--- config.mk ---
export PLATFORM = sky130hd
export DESIGN_NAME = alu_seq_unit_flat
export DESIGN_NICKNAME = d
export VERILOG_FILES = /design/src/rtl/alu_seq_unit_pkg.sv /design/src/rtl/alu_seq_unit_if.sv /design/src/rtl/alu_seq_unit_comb.sv /design/src/rtl/alu_seq_unit.sv /design/src/flat_wrapper.sv
export SDC_FILE = /design/constraint.sdc
export NUM_CORES = 1
export LEC_CHECK = 0
export ABC_CLOCK_PERIOD_IN_PS = 11500
export CORE_UTILIZATION = 45
export CTS_CLUSTER_SIZE = 25
export DETAILED_ROUTE_END_ITERATION = 10
export GPL_TIMING_DRIVEN = 0
export PLACE_DENSITY_LB_ADDON = 0.08
export SYNTH_ARGS = -nofsm -noshare
export SYNTH_HDL_FRONTEND = slang
export SYNTH_SLANG_ARGS = --single-unit
--- constraint.sdc ---
create_clock -name clk_i -period 11.5 [get_ports clk_i]
set_input_delay 1.725 -clock clk_i [delete_from_list [all_inputs] [get_ports clk_i]]
set_output_delay 1.725 -clock clk_i [all_outputs]
set_load 0.01 [all_outputs]
--- src/rtl/alu_seq_unit_pkg.sv ---
// Shared definitions for the sequential ALU: operation codes and FSM states.
// Operation codes are {invertA, invertB, op[1:0]}.
package alu_pkg;

   localparam logic [3:0] ALU_AND  = 4'b0000;
   localparam logic [3:0] ALU_OR   = 4'b0001;
   localparam logic [3:0] ALU_ADD  = 4'b0010;
   localparam logic [3:0] ALU_MULU = 4'b0011;
   localparam logic [3:0] ALU_SUB  = 4'b0110;
   localparam logic [3:0] ALU_SLT  = 4'b0111;
   localparam logic [3:0] ALU_NOR  = 4'b1100;

   typedef enum logic [1:0] {
      IDLE,
      MUL,
      DONE
   } state_t;

endpackage

--- src/rtl/alu_seq_unit_if.sv ---
// Request/response bundle of the sequential ALU.
// The unit itself is the slave; the pipeline stage feeding it is the master.
interface alu_seq_unit_if #(
   parameter int WIDTH = 32
);

   logic             in_valid_i;
   logic             in_ready_o;
   logic [WIDTH-1:0] src1_i;
   logic [WIDTH-1:0] src2_i;
   logic [3:0]       ctrl_i;
   logic             out_valid_o;
   logic             out_ready_i;
   logic [WIDTH-1:0] result_o;
   logic             zero_o;
   logic             overflow_o;

   modport master (
      output in_valid_i, src1_i, src2_i, ctrl_i, out_ready_i,
      input  in_ready_o, out_valid_o, result_o, zero_o, overflow_o
   );

   modport slave (
      input  in_valid_i, src1_i, src2_i, ctrl_i, out_ready_i,
      output in_ready_o, out_valid_o, result_o, zero_o, overflow_o
   );

endinterface

--- src/rtl/alu_seq_unit_comb.sv ---
// Combinational datapath for the single-cycle ops. SLT is delivered through
// 'set' and MULU is handled by the sequencer, so both yield result 0 here.
module alu_comb
   import alu_pkg::*;
#(
   parameter int WIDTH = 32
) (
   input  logic [WIDTH-1:0] a,
   input  logic [WIDTH-1:0] b,
   input  logic [3:0]       ctrl,
   output logic [WIDTH-1:0] result,
   output logic             overflow,
   output logic             set
);

   logic [WIDTH-1:0] a_eff;
   logic [WIDTH-1:0] b_eff;
   logic [WIDTH-1:0] sum;
   logic             c_msb;
   logic             c_out;

   always_comb begin
      a_eff = ctrl[3] ? ~a : a;
      b_eff = ctrl[2] ? ~b : b;
      // Split the adder at the MSB so both carries needed for overflow are visible.
      {c_msb, sum[WIDTH-2:0]} = {1'b0, a_eff[WIDTH-2:0]} + {1'b0, b_eff[WIDTH-2:0]}
                                + {{(WIDTH-1){1'b0}}, ctrl[2]};
      {c_out, sum[WIDTH-1]}   = {1'b0, a_eff[WIDTH-1]} + {1'b0, b_eff[WIDTH-1]} + {1'b0, c_msb};
      set      = sum[WIDTH-1] ^ (c_msb ^ c_out);
      result   = '0;
      overflow = 1'b0;
      case (ctrl)
         ALU_AND: result = a & b;
         ALU_OR:  result = a | b;
         ALU_ADD, ALU_SUB: begin
            result   = sum;
            overflow = c_msb ^ c_out;
         end
         ALU_NOR: result = a_eff & b_eff;
         default: ;
      endcase
   end

endmodule

--- src/rtl/alu_seq_unit.sv ---
// Execute-stage ALU with registered result, valid/ready on both sides and a
// WIDTH-cycle shift-add unsigned multiplier.
module alu_seq_unit
   import alu_pkg::*;
#(
   parameter int WIDTH = 32
) (
   input  logic          clk_i,
   input  logic          rst_i,
   alu_seq_unit_if.slave bus
);

   localparam int CW = $clog2(WIDTH);

   state_t             state;
   logic [CW-1:0]      cnt;
   logic [2*WIDTH-1:0] acc;
   logic [2*WIDTH-1:0] acc_next;
   logic [2*WIDTH-1:0] mcand;
   logic [WIDTH-1:0]   mplier;
   logic [WIDTH-1:0]   result_q;
   logic               zero_q;
   logic               overflow_q;
   logic               out_valid_q;
   logic               in_ready;
   logic               accept;
   logic [WIDTH-1:0]   comb_result;
   logic               comb_overflow;
   logic               comb_set;
   logic [WIDTH-1:0]   single_result;

   alu_comb #(.WIDTH(WIDTH)) u_comb (
      .a        (bus.src1_i),
      .b        (bus.src2_i),
      .ctrl     (bus.ctrl_i),
      .result   (comb_result),
      .overflow (comb_overflow),
      .set      (comb_set)
   );

   always_comb begin
      in_ready      = (state == IDLE) || ((state == DONE) && bus.out_ready_i);
      accept        = bus.in_valid_i && in_ready;
      single_result = (bus.ctrl_i == ALU_SLT) ? WIDTH'(comb_set) : comb_result;
      acc_next      = mplier[0] ? acc + mcand : acc;
   end

   // NOTE: state is updated with non-blocking assignments only, so every
   // register samples the pre-edge value of every other register.
   always_ff @(posedge clk_i) begin
      if (rst_i) begin
         state       <= IDLE;
         cnt         <= '0;
         acc         <= '0;
         mcand       <= '0;
         mplier      <= '0;
         result_q    <= '0;
         zero_q      <= 1'b1;
         overflow_q  <= 1'b0;
         out_valid_q <= 1'b0;
      end else begin
         case (state)
            IDLE, DONE: begin
               if (accept && bus.ctrl_i == ALU_MULU) begin
                  state       <= MUL;
                  cnt         <= '0;
                  acc         <= '0;
                  mcand       <= {{WIDTH{1'b0}}, bus.src1_i};
                  mplier      <= bus.src2_i;
                  out_valid_q <= 1'b0;
               end else if (accept) begin
                  state       <= DONE;
                  result_q    <= single_result;
                  zero_q      <= (single_result == '0);
                  overflow_q  <= comb_overflow;
                  out_valid_q <= 1'b1;
               end else if (state == DONE && bus.out_ready_i) begin
                  state       <= IDLE;
                  out_valid_q <= 1'b0;
               end
            end
            MUL: begin
               acc    <= acc_next;
               mcand  <= mcand << 1;
               mplier <= mplier >> 1;
               cnt    <= cnt + 1'b1;
               if (cnt == CW'(WIDTH - 1)) begin
                  state       <= DONE;
                  result_q    <= acc_next[WIDTH-1:0];
                  zero_q      <= (acc_next[WIDTH-1:0] == '0);
                  overflow_q  <= |acc_next[2*WIDTH-1:WIDTH];
                  out_valid_q <= 1'b1;
               end
            end
            default: state <= IDLE;
         endcase
      end
   end

   assign bus.in_ready_o  = in_ready;
   assign bus.out_valid_o = out_valid_q;
   assign bus.result_o    = result_q;
   assign bus.zero_o      = zero_q;
   assign bus.overflow_o  = overflow_q;

endmodule

--- src/flat_wrapper.sv ---
// flat-port wrapper written by rule: the top's interface ports become plain ports
module alu_seq_unit_flat import alu_pkg::*;
#(
   parameter int WIDTH = 32
)
  (clk_i, rst_i, bus_in_valid_i, bus_src1_i, bus_src2_i, bus_ctrl_i, bus_out_ready_i, bus_in_ready_o, bus_out_valid_o, bus_result_o, bus_zero_o, bus_overflow_o);
  alu_seq_unit_if #(.WIDTH(WIDTH)) bus_i ();
  input  logic clk_i;
  input  logic rst_i;
  input wire logic [$bits(bus_i.in_valid_i)-1:0] bus_in_valid_i;
  input wire logic [$bits(bus_i.src1_i)-1:0] bus_src1_i;
  input wire logic [$bits(bus_i.src2_i)-1:0] bus_src2_i;
  input wire logic [$bits(bus_i.ctrl_i)-1:0] bus_ctrl_i;
  input wire logic [$bits(bus_i.out_ready_i)-1:0] bus_out_ready_i;
  output wire logic [$bits(bus_i.in_ready_o)-1:0] bus_in_ready_o;
  output wire logic [$bits(bus_i.out_valid_o)-1:0] bus_out_valid_o;
  output wire logic [$bits(bus_i.result_o)-1:0] bus_result_o;
  output wire logic [$bits(bus_i.zero_o)-1:0] bus_zero_o;
  output wire logic [$bits(bus_i.overflow_o)-1:0] bus_overflow_o;
  assign bus_i.in_valid_i = bus_in_valid_i;
  assign bus_i.src1_i = bus_src1_i;
  assign bus_i.src2_i = bus_src2_i;
  assign bus_i.ctrl_i = bus_ctrl_i;
  assign bus_i.out_ready_i = bus_out_ready_i;
  assign bus_in_ready_o = bus_i.in_ready_o;
  assign bus_out_valid_o = bus_i.out_valid_o;
  assign bus_result_o = bus_i.result_o;
  assign bus_zero_o = bus_i.zero_o;
  assign bus_overflow_o = bus_i.overflow_o;
  alu_seq_unit #(.WIDTH(WIDTH)) u_core (.clk_i(clk_i), .rst_i(rst_i), .bus(bus_i));
endmodule
[After elaboration in Yosys (flattened, before gate mapping)]
Index checks and enable logic that the tools add are counted.
Storage, ports and cells
  input bits: 72
  register bits after elaboration: 202
  output and inout port bits: 36
Operators by class
  reduce and logical (&&, ||, !) cells: 16
  equal/unequal tests: 14
  muxes and demuxes: 36
  bitwise operators: 7
  add/subtract/negate cells: 6
Operators by type and width (number)
  $pmux 64 s2: 2
  $mux 32: 7
  $mux 64: 3
  $pmux 32 s2: 2
  $pmux 32 s4: 1
  $add 64x64->64: 1
  $and 32x32->32: 2
  $logic_not 32->1: 2
  $not 32->32: 2
  $add 31x31->32: 1
  $add 32x1->32: 1
  $or 32x32->32: 1
  $reduce_or 32->1: 1
  $mux 1: 11
  $pmux 5 s2: 1
  $eq 4x2->1 const B: 2
  $eq 4x3->1 const B: 2
  $mux 2: 4
  $ne 2x1->1 const B: 3
  $pmux 1 s2: 3
  $add 5x1->5 const B: 1
  $eq 5x5->1 const B: 1
  $mux 5: 1
  $eq 4x1->1 const B: 1
  other kinds (18): 23

[Depth between registers and ports, before layout]
  depth after elaboration: 12
  gate-level depth with buffers: 28

[Cells and area by module]
From an unflattened synthesis, not the netlist that was laid out.
Second synthesis, totals
  cells, all modules: 2182
  area total of the unflattened synthesis: 16201.8 µm²
Modules (own cells, without submodules)
  alu_seq_unit: area an instance 12903.6 µm², cells each 1726, sequential area each 4043.9 µm², instances 1
  alu_comb: area an instance 3298.2 µm², cells each 456, sequential area each 0.0 µm², instances 1

[Least setup slack after synthesis]
No wires, ideal clock.
  path kind: input to register
  from: input bus_ctrl_i[2]
  to: register u_core.zero_q, in the netlist u_core.bus.zero_o
  data required time: 11.413 ns
  stages: 26
  data arrival time: 7.473 ns
  slack: 3.940 ns
  cell sequence: clkbuf_1 > clkbuf_1 > buf_1 > xor2_1 > ha_1 > a21oi_1 > and3_1 > a21oi_1 > a2111oi_2 > o21ai_1 > a31oi_1 > o21ai_0 > a21o_1 > fa_1 > a22o_1 > a211oi_1 > nor2b_1 > nand4_1 > a2111oi_0 > nand2_1 > or4_1 > nor4_1 > nand4_1 > nor3_1 > nand4_1 > o31ai_1
On the way
  longest elaborated chain between the ends: 11
  elaborated cells between the ends (all ways): 25
RTL lines
  start, declared: line flat_wrapper.sv:13  | input wire logic [$bits(bus_i.ctrl_i)-1:0] bus_ctrl_i;
  $mux 32: line alu_seq_unit_comb.sv:24  | b_eff = ctrl[2] ? ~b : b;
  $add 31x31->32: line alu_seq_unit_comb.sv:26  | {c_msb, sum[WIDTH-2:0]} = {1'b0, a_eff[WIDTH-2:0]} + {1'b0, b_eff[WIDTH-2:0]}
  $add 32x1->32: line alu_seq_unit_comb.sv:27  | + {{(WIDTH-1){1'b0}}, ctrl[2]};
  $add 2x1->2: line alu_seq_unit_comb.sv:28  | {c_out, sum[WIDTH-1]} = {1'b0, a_eff[WIDTH-1]} + {1'b0, b_eff[WIDTH-1]} + {1'b0, c_msb};
  $xor 1x1->1 (2 in series): line alu_seq_unit_comb.sv:29  | set = sum[WIDTH-1] ^ (c_msb ^ c_out);
  $mux 32: line alu_seq_unit.sv:44  | single_result = (bus.ctrl_i == ALU_SLT) ? WIDTH'(comb_set) : comb_result;
  $logic_not 32->1: line alu_seq_unit.sv:74  | zero_q <= (single_result == '0);
  $mux 1: line alu_seq_unit.sv:71  | end else if (accept) begin
  $mux 1: line alu_seq_unit.sv:64  | if (accept && bus.ctrl_i == ALU_MULU) begin
  $pmux 1 s2: line alu_seq_unit.sv:62  | case (state)
  end signal, assigned: line alu_seq_unit.sv:74
  end signal, assigned: line alu_seq_unit.sv:90  | zero_q <= (acc_next[WIDTH-1:0] == '0);
  end, declared: line alu_seq_unit.sv:22  | logic zero_q;
Several ways; a longest one is shown, not always the timed one. The select of a mux whose other input is x is not followed.
A chain may end at the register's enable or synchronous reset.

[Final worst setup path]
Same ends and word-level chain as after synthesis.

==> impl_metrics.json <==
{
  "path_class": "primary input to flop",
  "grt_antenna_before_repair": 1,
  "final_common_cell": "nand2_1",
  "ys.flop_type": "dfxtp_1",
  "syn_to_final_growth_pct": 15.9,
  "crit_path_max_fanout": 10,
  "coreArea_mm2": 0.0345,
  "leakage_nw": 7.07,
  "max_stage_delay_ns": 0.62,
  "synthXorXnorAreaFrac_pct": 7.83,
  "r2r_slack_ns": 6.45,
  "p_per_area_mw_per_mm2": 109,
  "ant_nets": 0,
  "nFillCells": 3513,
  "cts_num_sinks": 202,
  "die-area_mm2": 0.0358,
  "ctsResizeCount": 0,
  "synth-simple-area-share_pct": 23.5,
  "post-route-min-period_ns": 9.04,
  "clk_pin_slew_ns": 0.06,
  "die_w_um": 189,
  "most-common-layout-cells": "nand2_1, a21oi_1, nor2_1, dfxtp_1, clkbuf_1",
  "ys_seq_area_share_pct": 25.6,
  "cts_buffers": 25,
  "place_congestion": 0.946,
  "cts_max_level": 1,
  "maxCapViolCount": 0,
  "clockBufferDepth": 3,
  "finalSetupViolations": 0,
  "post-route-period-util_pct": 78.6,
  "status": "completed",
  "grt_pass1_vias": 16400,
  "ys_warn_count": 0,
  "tns_ns": 0,
  "synth_seq_cells": 202,
  "diodes": 0,
  "post_drt_wl_per_cell_um": 23.0,
  "critPathTopFamily": "compound AO/OA/AOI/OAI gates",
  "cts_setup_buffers": 0,
  "syn_nets": 2339,
  "hold_buffers": 0,
  "synth_top_family_by_area": "compound AO/OA/AOI/OAI gates",
  "drc": 0,
  "synth_compound_area_share_pct": 26.6,
  "worst_pin_slew_ns": 1.08,
  "detail_route.iter0.violations": 1589,
  "synth-async-reset-ratio_pct": 0,
  "fin_ws_ns": 2.46,
  "finalNonFillerCells": 2769,
  "relSlewSlack_pct": 26.2,
  "nets": 2470,
  "die_h_um": 189,
  "dr.pass1.iters": 5,
  "cts_tree": "done",
  "grt_pass1_wl_um": 96500,
  "crit_top_cell": "nand4_1",
  "gr-usage-all-layers_pct": 35.1,
  "portBuffers": 103,
  "dpl.hpwl_um": 50400,
  "rows": 68,
  "critPathRequiredTime_ns": 11.95,
  "synthAdderAreaFrac_pct": 8.44,
  "synth_area_mm2": 0.0158,
  "wirelength_um": 63700,
  "ir_drop_mv": 0.110,
  "muxShareOfSynthArea_pct": 3.10,
  "clock_latency_ns": 0.55,
  "clock_skew_ns": 0.0213,
  "synth_edf_count": 0,
  "grt.overflow.total": 0,
  "start_util_pct": 45.6,
  "rsz0062_at_grt": "false",
  "drive_above_1_share_pct": 4.67,
  "place_ws_ns": 2.14,
  "worstSetupEndpointType": "flop",
  "cp.arrival_ns": 9.50,
  "root_buffer": "clkbuf_16",
  "grt_max_degree": 14,
  "fmax_ghz": 0.111,
  "avgSynthCellArea_um2": 7.28,
  "via_per_inst": 6.19,
  "hold_violations": 0,
  "num_vias": 17153,
  "start_kind": "primary input",
  "io_pins": 108,
  "cp.buffers_inverters": 3,
  "hp-class": "flop to flop",
  "ys_types": 93,
  "final-max-slew-violation-count": 0,
  "cp_slowest_cell": "buf_1",
  "syn_inst": 2167,
  "dp_cells": 2726
}
==> where the power goes <==
part | total (mW) | switching [mW] | leakage, nW | internal, mW
registers | 0.721 | 0.00998 | 1.63 | 0.711
clock network | 0.871 | 0.336 | 0.420 | 0.535
logic | 0.401 | 0.241 | 5.02 | 0.161
==> cell families after synthesis <==
| logic type | after synthesis |
|---|---|
| buffers and inverters | 187 |
| flip-flops | 202 |
| multiplexers | 47 |
| XOR/XNOR | 141 |
| adder cells (fa/ha/maj) | 105 |
| AND/OR/NAND/NOR | 830 |
| AO/OA/AOI/OAI | 655 |
==> routing by layer <==
| layer | GRT usage [%] | vias to the layer above | wire (um) |
|---|---|---|---|
| met1 | 45.3 | 8225 | 27300 |
| li1 | - | 8114 | - |
| met2 | 58.6 | 679 | 29500 |
| met3 | 3.91 | 135 | 4070 |
| met5 | 0 | - | 0 |
| met4 | 16.0 | 0 | 2850 |
==> cells in the mapped netlist (7+ instances only) <==
| cell type | count | area (um^2) |
|---|---|---|
| nor3_1 | 27 | 135 |
| nand2_1 | 339 | 1270 |
| nor3b_1 | 9 | 67.6 |
| a22oi_1 | 8 | 60.1 |
| or3_1 | 7 | 43.8 |
| buf_2 | 8 | 40.0 |
| a221oi_1 | 13 | 114 |
| a21o_1 | 52 | 390 |
| mux2i_1 | 32 | 320 |
| a311oi_1 | 62 | 543 |
| ha_1 | 96 | 1200 |
| inv_1 | 29 | 109 |
| nor2b_1 | 12 | 75.1 |
| clkbuf_1 | 126 | 473 |
| o21bai_1 | 9 | 67.6 |
| a21oi_1 | 237 | 1190 |
| nor2_1 | 224 | 841 |
| a211oi_1 | 10 | 75.1 |
| buf_1 | 14 | 52.6 |
| o21a_1 | 12 | 90.1 |
| mux2_2 | 15 | 169 |
| dfxtp_1 | 202 | 4040 |
| nand3_1 | 103 | 515 |
| nor4_1 | 10 | 62.6 |
| o31ai_1 | 11 | 82.6 |
| o21ai_0 | 112 | 561 |
| o211ai_1 | 16 | 120 |
| xor2_1 | 94 | 823 |
| and3_1 | 14 | 87.6 |
| nand4_1 | 34 | 213 |
| a31oi_1 | 42 | 263 |
| xnor2_1 | 47 | 412 |
| nand2b_1 | 12 | 75.1 |
==> area by class of cell <==
class / count / area [um^2] / area share [%]
clock buffer: 32 / 692 / 3.79
buffer: 158 / 652 / 3.57
timing repair buffer: 104 / 1040 / 5.68
inverter: 29 / 109 / 0.596
sequential: 202 / 4040 / 22.1
multi-input combinational: 1778 / 11000 / 60.1
clock inverter: 11 / 194 / 1.06
tap: 455 / 569 / 3.12
==> sequential cells by signal, summed over array words and instances, names as in the netlist, 2 cells and up <==
register / flops
u_core.mcand: 64
u_core.cnt: 5
u_core.mplier: 32
u_core.bus.result_o: 32
u_core.state: 2
u_core.acc: 64
==> metrics by stage <==
stage | hold slack, ns | total power [mW] | area (um^2) | utilization, %
floorplan | 0.446 | 0.991 | 15800 | -
global placement | 0.445 | 1.12 | 17400 | 50.3
detailed placement | 0.454 | 1.13 | 17400 | 50.3
CTS | 0.465 | 1.99 | 18300 | 52.9
global route | 0.482 | 2.06 | 18300 | 52.9
finish | 0.463 | 1.99 | 18300 | 52.9
==> tightest hold or removal path, delay by kind of cell, from the launching register on <==
kind | cells | cell delay (ns)
DFF | 1 | 0.31
and+or+nand+nor | 1 | 0.05
AOI/OAI and AO/OA | 1 | 0.05
==> final timing paths <==
path | to | from | cells past startpoint
min | u_core.bus.result_o[2]$_SDFFE_PP0P_ | u_core.bus.result_o[2]$_SDFFE_PP0P_ | 2
max reg2reg | u_core.bus.overflow_o$_SDFFE_PP0P_ | u_core.mcand[3]$_SDFFE_PP0P_ | 14
min reg2reg | u_core.bus.result_o[2]$_SDFFE_PP0P_ | u_core.bus.result_o[2]$_SDFFE_PP0P_ | 2
max | u_core.bus.zero_o$_SDFFE_PP1P_ | bus_ctrl_i[2] | 26
Power figures use the tool's default switching activity.
